<file path="src/rtl/control_timer.sv">
// Timer-path sequencer: edit-mode control, preset latch and 1 Hz BCD countdown
// with expiry flag and acknowledge-driven reload.
module control_timer (
    input  logic       clk,
    input  logic       reset,
    input  logic       boton_prog,
    input  logic       boton_start,
    input  logic       boton_l,
    input  logic       boton_r,
    input  logic       tick_1hz,
    input  logic [7:0] segundos_in,
    input  logic [7:0] minutos_in,
    input  logic [7:0] horas_in,
    output logic       cambiar_timer,
    output logic [1:0] pos_x,
    output logic [7:0] segundosT,
    output logic [7:0] minutosT,
    output logic [7:0] horasT,
    output logic       timer_fin,
    output logic [2:0] estado
);

    typedef enum logic [2:0] {
        IDLE  = 3'd0,
        EDIT  = 3'd1,
        RUN   = 3'd2,
        PAUSE = 3'd3,
        DONE  = 3'd4
    } state_t;

    state_t     state_q, state_d;
    logic [1:0] pos_q, pos_d;
    logic [7:0] preS_q, preS_d, preM_q, preM_d, preH_q, preH_d;
    logic [7:0] cntS_q, cntS_d, cntM_q, cntM_d, cntH_q, cntH_d;
    logic [3:0] btn_q;
    logic       editFlag_q, finFlag_q;
    logic       progE, startE, lE, rE;
    logic       presetZero, lastSecond;
    logic [8:0] decS, decM, decH;

    // Borrow-out in bit 8; a zero pair wraps to the given value.
    function automatic logic [8:0] decPair(input logic [7:0] v, input logic [7:0] wrap);
        if (v == 8'h00)
            decPair = {1'b1, wrap};
        else if (v[3:0] == 4'h0)
            decPair = {1'b0, v[7:4] - 4'd1, 4'h9};
        else
            decPair = {1'b0, v - 8'd1};
    endfunction

    assign progE  = boton_prog  & ~btn_q[3];
    assign startE = boton_start & ~btn_q[2];
    assign lE     = boton_l     & ~btn_q[1];
    assign rE     = boton_r     & ~btn_q[0];

    assign presetZero = (preS_q == 8'h00) && (preM_q == 8'h00) && (preH_q == 8'h00);
    assign lastSecond = (cntS_q == 8'h01) && (cntM_q == 8'h00) && (cntH_q == 8'h00);

    assign decS = decPair(cntS_q, 8'h59);
    assign decM = decS[8] ? decPair(cntM_q, 8'h59) : {1'b0, cntM_q};
    assign decH = decM[8] ? decPair(cntH_q, 8'h00) : {1'b0, cntH_q};

    always_comb begin
        state_d = state_q;
        pos_d   = pos_q;
        preS_d  = preS_q;
        preM_d  = preM_q;
        preH_d  = preH_q;
        cntS_d  = cntS_q;
        cntM_d  = cntM_q;
        cntH_d  = cntH_q;
        case (state_q)
            IDLE: begin
                if (progE)
                    state_d = EDIT;
                else if (startE && !presetZero)
                    state_d = RUN;
            end
            EDIT: begin
                if (progE) begin
                    state_d = IDLE;
                    preS_d  = segundos_in;
                    preM_d  = minutos_in;
                    preH_d  = horas_in;
                    cntS_d  = segundos_in;
                    cntM_d  = minutos_in;
                    cntH_d  = horas_in;
                end else if (lE && !rE) begin
                    pos_d = (pos_q == 2'd2) ? 2'd0 : pos_q + 2'd1;
                end else if (rE && !lE) begin
                    pos_d = (pos_q == 2'd0) ? 2'd2 : pos_q - 2'd1;
                end
            end
            RUN: begin
                if (progE) begin
                    state_d = IDLE;
                    cntS_d  = preS_q;
                    cntM_d  = preM_q;
                    cntH_d  = preH_q;
                end else if (startE) begin
                    state_d = PAUSE;
                end else if (tick_1hz) begin
                    cntS_d = decS[7:0];
                    cntM_d = decM[7:0];
                    cntH_d = decH[7:0];
                    if (lastSecond)
                        state_d = DONE;
                end
            end
            PAUSE: begin
                if (progE) begin
                    state_d = IDLE;
                    cntS_d  = preS_q;
                    cntM_d  = preM_q;
                    cntH_d  = preH_q;
                end else if (startE) begin
                    state_d = RUN;
                end
            end
            DONE: begin
                if (progE || startE) begin
                    state_d = IDLE;
                    cntS_d  = preS_q;
                    cntM_d  = preM_q;
                    cntH_d  = preH_q;
                end
            end
            default: state_d = IDLE;
        endcase
    end

    // Buttons preload high in reset so a level held through release is not an edge.
    always_ff @(posedge clk) begin
        if (reset) begin
            state_q    <= IDLE;
            pos_q      <= 2'd0;
            preS_q     <= 8'h00;
            preM_q     <= 8'h00;
            preH_q     <= 8'h00;
            cntS_q     <= 8'h00;
            cntM_q     <= 8'h00;
            cntH_q     <= 8'h00;
            btn_q      <= 4'b1111;
            editFlag_q <= 1'b0;
            finFlag_q  <= 1'b0;
        end else begin
            state_q    <= state_d;
            pos_q      <= pos_d;
            preS_q     <= preS_d;
            preM_q     <= preM_d;
            preH_q     <= preH_d;
            cntS_q     <= cntS_d;
            cntM_q     <= cntM_d;
            cntH_q     <= cntH_d;
            btn_q      <= {boton_prog, boton_start, boton_l, boton_r};
            editFlag_q <= (state_d == EDIT);
            finFlag_q  <= (state_d == DONE);
        end
    end

    assign cambiar_timer = editFlag_q;
    assign timer_fin     = finFlag_q;
    assign pos_x         = pos_q;
    assign segundosT     = cntS_q;
    assign minutosT      = cntM_q;
    assign horasT        = cntH_q;
    assign estado        = state_q;

endmodule

</file>
<file path="config.mk">
export PLATFORM = sky130hd
export DESIGN_NAME = control_timer
export DESIGN_NICKNAME = d
export VERILOG_FILES = /design/src/rtl/control_timer.sv
export SDC_FILE = /design/constraint.sdc
export NUM_CORES = 1
export LEC_CHECK = 0
export ABC_AREA = 1
export CORE_UTILIZATION = 38
export CTS_CLUSTER_DIAMETER = 80
export DETAILED_ROUTE_END_ITERATION = 8
export HOLD_SLACK_MARGIN = 0.1
export SYNTH_ARGS = -nofsm -noshare
export SYNTH_HDL_FRONTEND = slang
export SYNTH_SLANG_ARGS = --single-unit
export TNS_END_PERCENT = 5
</file>
<file path="constraint.sdc">
create_clock -name clk -period 2.06 [get_ports clk]
set_clock_uncertainty 0.1 [all_clocks]
set_input_delay 0.206 -clock clk [delete_from_list [all_inputs] [get_ports clk]]
set_output_delay 0.206 -clock clk [all_outputs]
set_load 0.1 [all_outputs]
</file>
# ---- Word-level counts from Yosys, hierarchy flattened
# Index checks and enable logic that the tools add are counted.
dict set report word_totals {
  reg_bits 59
  memories 0
  elab_cells 116
  mem_bits_ro 0
  mem_bits_rw 0
  latchBits 0
}
dict set report classes {
  multipliers 0
  reduce_logical 29
  add_sub_neg 8
  order_cmp 0
  bitwise_logic 9
  mux 44
  n_eq_ne 15
  div 0
  n_shift 0
}
# operator count
set ops {}
lappend ops {{8-bit two-way mux} 23}
lappend ops {{8-bit case mux with 4 select lines} 3}
lappend ops {{8-bit zero test} 6}
lappend ops {{3-bit two-way mux} 10}
lappend ops {{9-bit two-way mux} 3}
lappend ops {{8-bit by 1-bit subtractor with 8-bit output (second input constant)} 3}
lappend ops {{3-bit case mux with 5 select lines} 1}
lappend ops {{7-bit AND reduction} 2}
lappend ops {{4-bit zero test} 3}
lappend ops {{3-bit != test (second input constant)} 4}
lappend ops {{4-bit by 1-bit subtractor with 4-bit output (second input constant)} 3}
lappend ops {{8-bit by 1-bit equality test with 1-bit output (second input constant)} 1}
lappend ops {{2-bit two-way mux} 4}
lappend ops {{1-bit logical AND} 7}
lappend ops {{3-bit by 1-bit equality test with 1-bit output (second input constant)} 2}
lappend ops {{3-bit by 2-bit equality test with 1-bit output (second input constant)} 2}
lappend ops {{3-bit equality test (second input constant)} 2}
lappend ops {{2-bit != test (second input constant)} 3}
lappend ops {{6-bit AND reduction} 1}
lappend ops {{1-bit NOT} 5}
lappend ops {{1-bit bitwise AND} 4}
lappend ops {{4-bit nonzero test} 1}
lappend ops {{1-bit zero test} 3}
lappend ops {{3-bit zero test} 1}
lappend ops {{8 further kinds} 8}

# ---- Longest topological paths before layout
dict set report depth {
  depth_word 9
  depth_mapped 12
  ltp_nobuf 12
}

# ---- Worst setup path after synthesis
# OpenSTA, ideal clock, no wires.
dict set report synth_timing {
  path_type {register to register}
  startpoint {register state_q[0], in the netlist estado[0]}
  endpoint {register cntM_q[2], in the netlist minutosT[2]}
  stages_incl_launch_ff 10
  setup_ps 119
  slack_ps -360
  t_arrival_ps 2200
  cell_sequence {dfxtp_1 -> inv_1 -> nand3_2 -> nor2_4 -> nand2_1 -> nand3_1 -> nor2_4 -> nand3_1 -> nor2_1 -> nor2_1}
}
dict set report synth_between {
  elab_chain_cells 3
}
# item line
set synth_lines {}
lappend synth_lines {{from (decl)} 31} ;# state_t state_q, state_d;
lappend synth_lines {{from (signal assigned)} 147} ;# state_q <= state_d;
lappend synth_lines {{3-bit by 2-bit equality test with 1-bit output (tied with other cells)} 72} ;# case (state_q)
lappend synth_lines {{3-bit != test (no source line) (tied with other cells)} -}
lappend synth_lines {{7-bit AND reduction (no source line)} -}
lappend synth_lines {{to (signal assigned)} 153} ;# cntM_q <= cntM_d;
lappend synth_lines {{to (decl)} 34} ;# logic [7:0] cntS_q, cntS_d, cntM_q, cntM_d, cntH_q, cntH_d;
# Several ways; a longest one is shown, not always the timed one.
# A chain may end at the register's enable or synchronous reset.

# ---- Worst setup path after layout
dict set report layout_timing {
  startpoint {register cntS_q[4], in the netlist segundosT[4]}
  endpoint {register cntM_q[4], in the netlist minutosT[4]}
}
dict set report layout_between {
  elab_chain_cells 4
}
# item line
set layout_lines {}
lappend layout_lines {{from (decl)} 34}
lappend layout_lines {{from (signal assigned)} 152} ;# cntS_q <= cntS_d;
lappend layout_lines {{8-bit zero test} 43} ;# if (v == 8'h00)
lappend layout_lines {{9-bit two-way mux} 43}
lappend layout_lines {{3-bit != test (no source line)} -}
lappend layout_lines {{7-bit AND reduction (no source line)} -}
# Every way passes these cells.

==> results.toml <==
[floorplan]
fp.dieW_um = 96.9
fp-row-count = 34
die_area_um2 = 9380
core_area_um2 = 8720
io_pins = 62
start_util = 0.392
die_h_um = 96.9

[critical_path]
timing.rr.end = "minutosT[4]$_SDFFE_PP0P_"
crit_arrival_ns = 2.02
critPathKind = "flop to flop"
startpoint_type = "flop"
r2r_cells = 11
critPathRequiredTime_ns = 2.20
endpoint_kind = "flop"
reg2reg_slack_ns = 0.18
r2r_start = "segundosT[4]$_SDFFE_PP0P_"
cp_max_fo = 10

[yosys]
ys_ff_latch = 59
synth.distinct_cells = 33
syn_area_um2 = 3420
synth_nets = 580
synth_area_leaders = "dfxtp_1 (35%), nand2_1 (13%), nor2_1 (11%), o21ai_0 (8.5%), inv_1 (6.4%)"
ys_seq_area_frac = 0.345
syn_inst = 539
synth_async_sr_flop_share = 0
yosysTopAreaCellShare = 0.345
synth-edff-count = 0
avgSynthCellArea_um2 = 6.34
synth_top_cell_by_area = "dfxtp_1"
synthFlopType = "dfxtp_1"
ys_warn_count = 0

[final_layout]
final_common_cell = "nand2_1"
finalNetCount = 662
diodes = 0
instances_no_fill = 734
flow.area_growth_from_synthesis_pct = 29.8
drive_gt1_frac = 0.174
layout_common_cells = "nand2_1 (119), nor2_1 (101), inv_1 (58), o21ai_0 (58), buf_4 (53)"

[clocking]
cts_tree = "built"
cts_root_buffer = "clkbuf_8"
cts_hold_buf = 0
worstSkewPairLatency_ns = 0.35
cts_buffers = 9
clock_sinks = 59
cts_resized = 0
path_clk_slew_ns = 0.07
htree_levels = 3
clock_path_buffers = 2
post_cts_buffers = 0

[routing]
drt_iter0_markers = 209
viasPerCell = 5.10
wl_um = 9910
drc_errors = 0
wl_per_cell_um = 13.5
ant_nets = 0
drtPass1Iterations = 5
vias = 3743

[placement]
dp_cells = 718
routabilityCongestion = 0.870
preCtsSetupSlack_ns = 0.0103
numPortBuffers = 61
dp_hpwl_um = 7250

[pwr]
p_leak_nw = 2.05
power_mw = 3.63
ir_drop_v = 0.000328
power_density_nw_per_um2 = 818

[sta]
setup_violations = 0
final_hold_viol_count = 0
hold-worst-slack_ns = 0.317
post-route-min-period_ns = 1.88
rsz0062_at_grt = "no"
finalCritPeriodShare = 0.913
fmax_mhz = 531
relSlewSlack = 0.685
max_slew.worst_pin.slew_ns = 0.472
slew_violations = 0
setup_slack_ns = 0.178

[worst_hold_path]
hp-class = "input pin to flop"
hold_start = "boton_r"
whs_endpoint = "btn_q[0]$_SDFF_PP1_"
hold-path-cell-count = 3

[global_route]
antenna_found_initial = 0
gr-total-overflow = 0
grt_pass1_wl_um = 16600
grtUsageTotal = 0.218
grt_pass1_vias = 3546
grt_max_degree = 54

[run]
cap_violations = 0

[outcome]
status = "finished, final reports clean"
## registers in the layout, summed over array words and instances (netlist names), 3 cells and up
register and flops:
btn_q 4, estado 3, horasT 8, minutosT 8, preH_q 8, preM_q 8, preS_q 8, segundosT 8
## worst max path at each step
stage | to | from | cells past startpoint | slack, ns
after global placement | segundosT[7]$_SDFFE_PP0P_ | boton_prog | 10 | 0.03
after floorplan | horasT[4]$_SDFFE_PP0P_ | minutosT[3]$_SDFFE_PP0P_ | 10 | -0.008
final | minutosT[4]$_SDFFE_PP0P_ | segundosT[4]$_SDFFE_PP0P_ | 11 | 0.18
after CTS | horasT[5]$_SDFFE_PP0P_ | segundosT[4]$_SDFFE_PP0P_ | 10 | 0.17
after detailed placement | horasT[5]$_SDFFE_PP0P_ | boton_prog | 12 | 0.01
after global routing | horasT[5]$_SDFFE_PP0P_ | minutosT[5]$_SDFFE_PP0P_ | 10 | 0.01
## critical path, stage by stage, from the launching register on
cell     delay (ns)
dfxtp_2        0.34
inv_1          0.10
ha_1           0.17
nand2_1        0.10
nor2_4         0.20
nor2_1         0.09
nand2_1        0.08
inv_1          0.08
nor2_4         0.25
nand3_1        0.11
nor2_1         0.12
nor2_1         0.05
## cell type report
cell class,instances,area [um2]
inverter,61,229
tap,108,135
sequential,59,1210
timing repair buffer,84,718
clock buffer,10,138
clock inverter,6,65.1
fill,891,4280
multi-input combinational,406,1950
## routing by layer
layer / global-route usage / wire length, um
met1: 0.283 / 4790
met2: 0.354 / 4520
met4: 0.0792 / 105
met3: 0.0462 / 499
met5: 0 / 0
## cell usage after synthesis, types with 2 or more instances
cell      number
nand2_1      119
inv_2          2
nand2_2        3
a31oi_1        3
buf_1          3
buf_2          5
or2_2          2
a21oi_1       40
clkbuf_1       4
nor3_1         7
dfxtp_1       59
o211ai_1       7
nor2_4         6
nand3_1       32
o21ai_0       58
inv_1         58
a22oi_1        4
ha_1          10
nor2_2         2
nor2_1       101
o21ai_2        2
## stage by stage
stage	area, um2	util	TNS (ns)
after global routing	4440	0.509	0
after floorplan	3440	-	-0.0235
after CTS	4440	0.509	0
final	4440	0.509	0
after global placement	4240	0.486	0
after detailed placement	4240	0.486	0
## power breakdown
part           switching [mW]  internal [mW]  total, mW
Sequential             0.0719           1.21       1.28
Combinational           0.879          0.374       1.25
Clock                   0.503          0.588       1.09
## cell families (layout without fill, tap and decap cells)
group / count (synthesis) / in the layout / synth area share
flops: 59 / 59 / 0.345
simple gates: 275 / 275 / 0.338
xor+xnor: 2 / 2 / 0.00512
compound gates: 119 / 119 / 0.190
buf+inv: 74 / 161 / 0.0853
fa+ha+maj: 10 / 10 / 0.0366
Note: power is estimated with default switching activity, not from simulation.
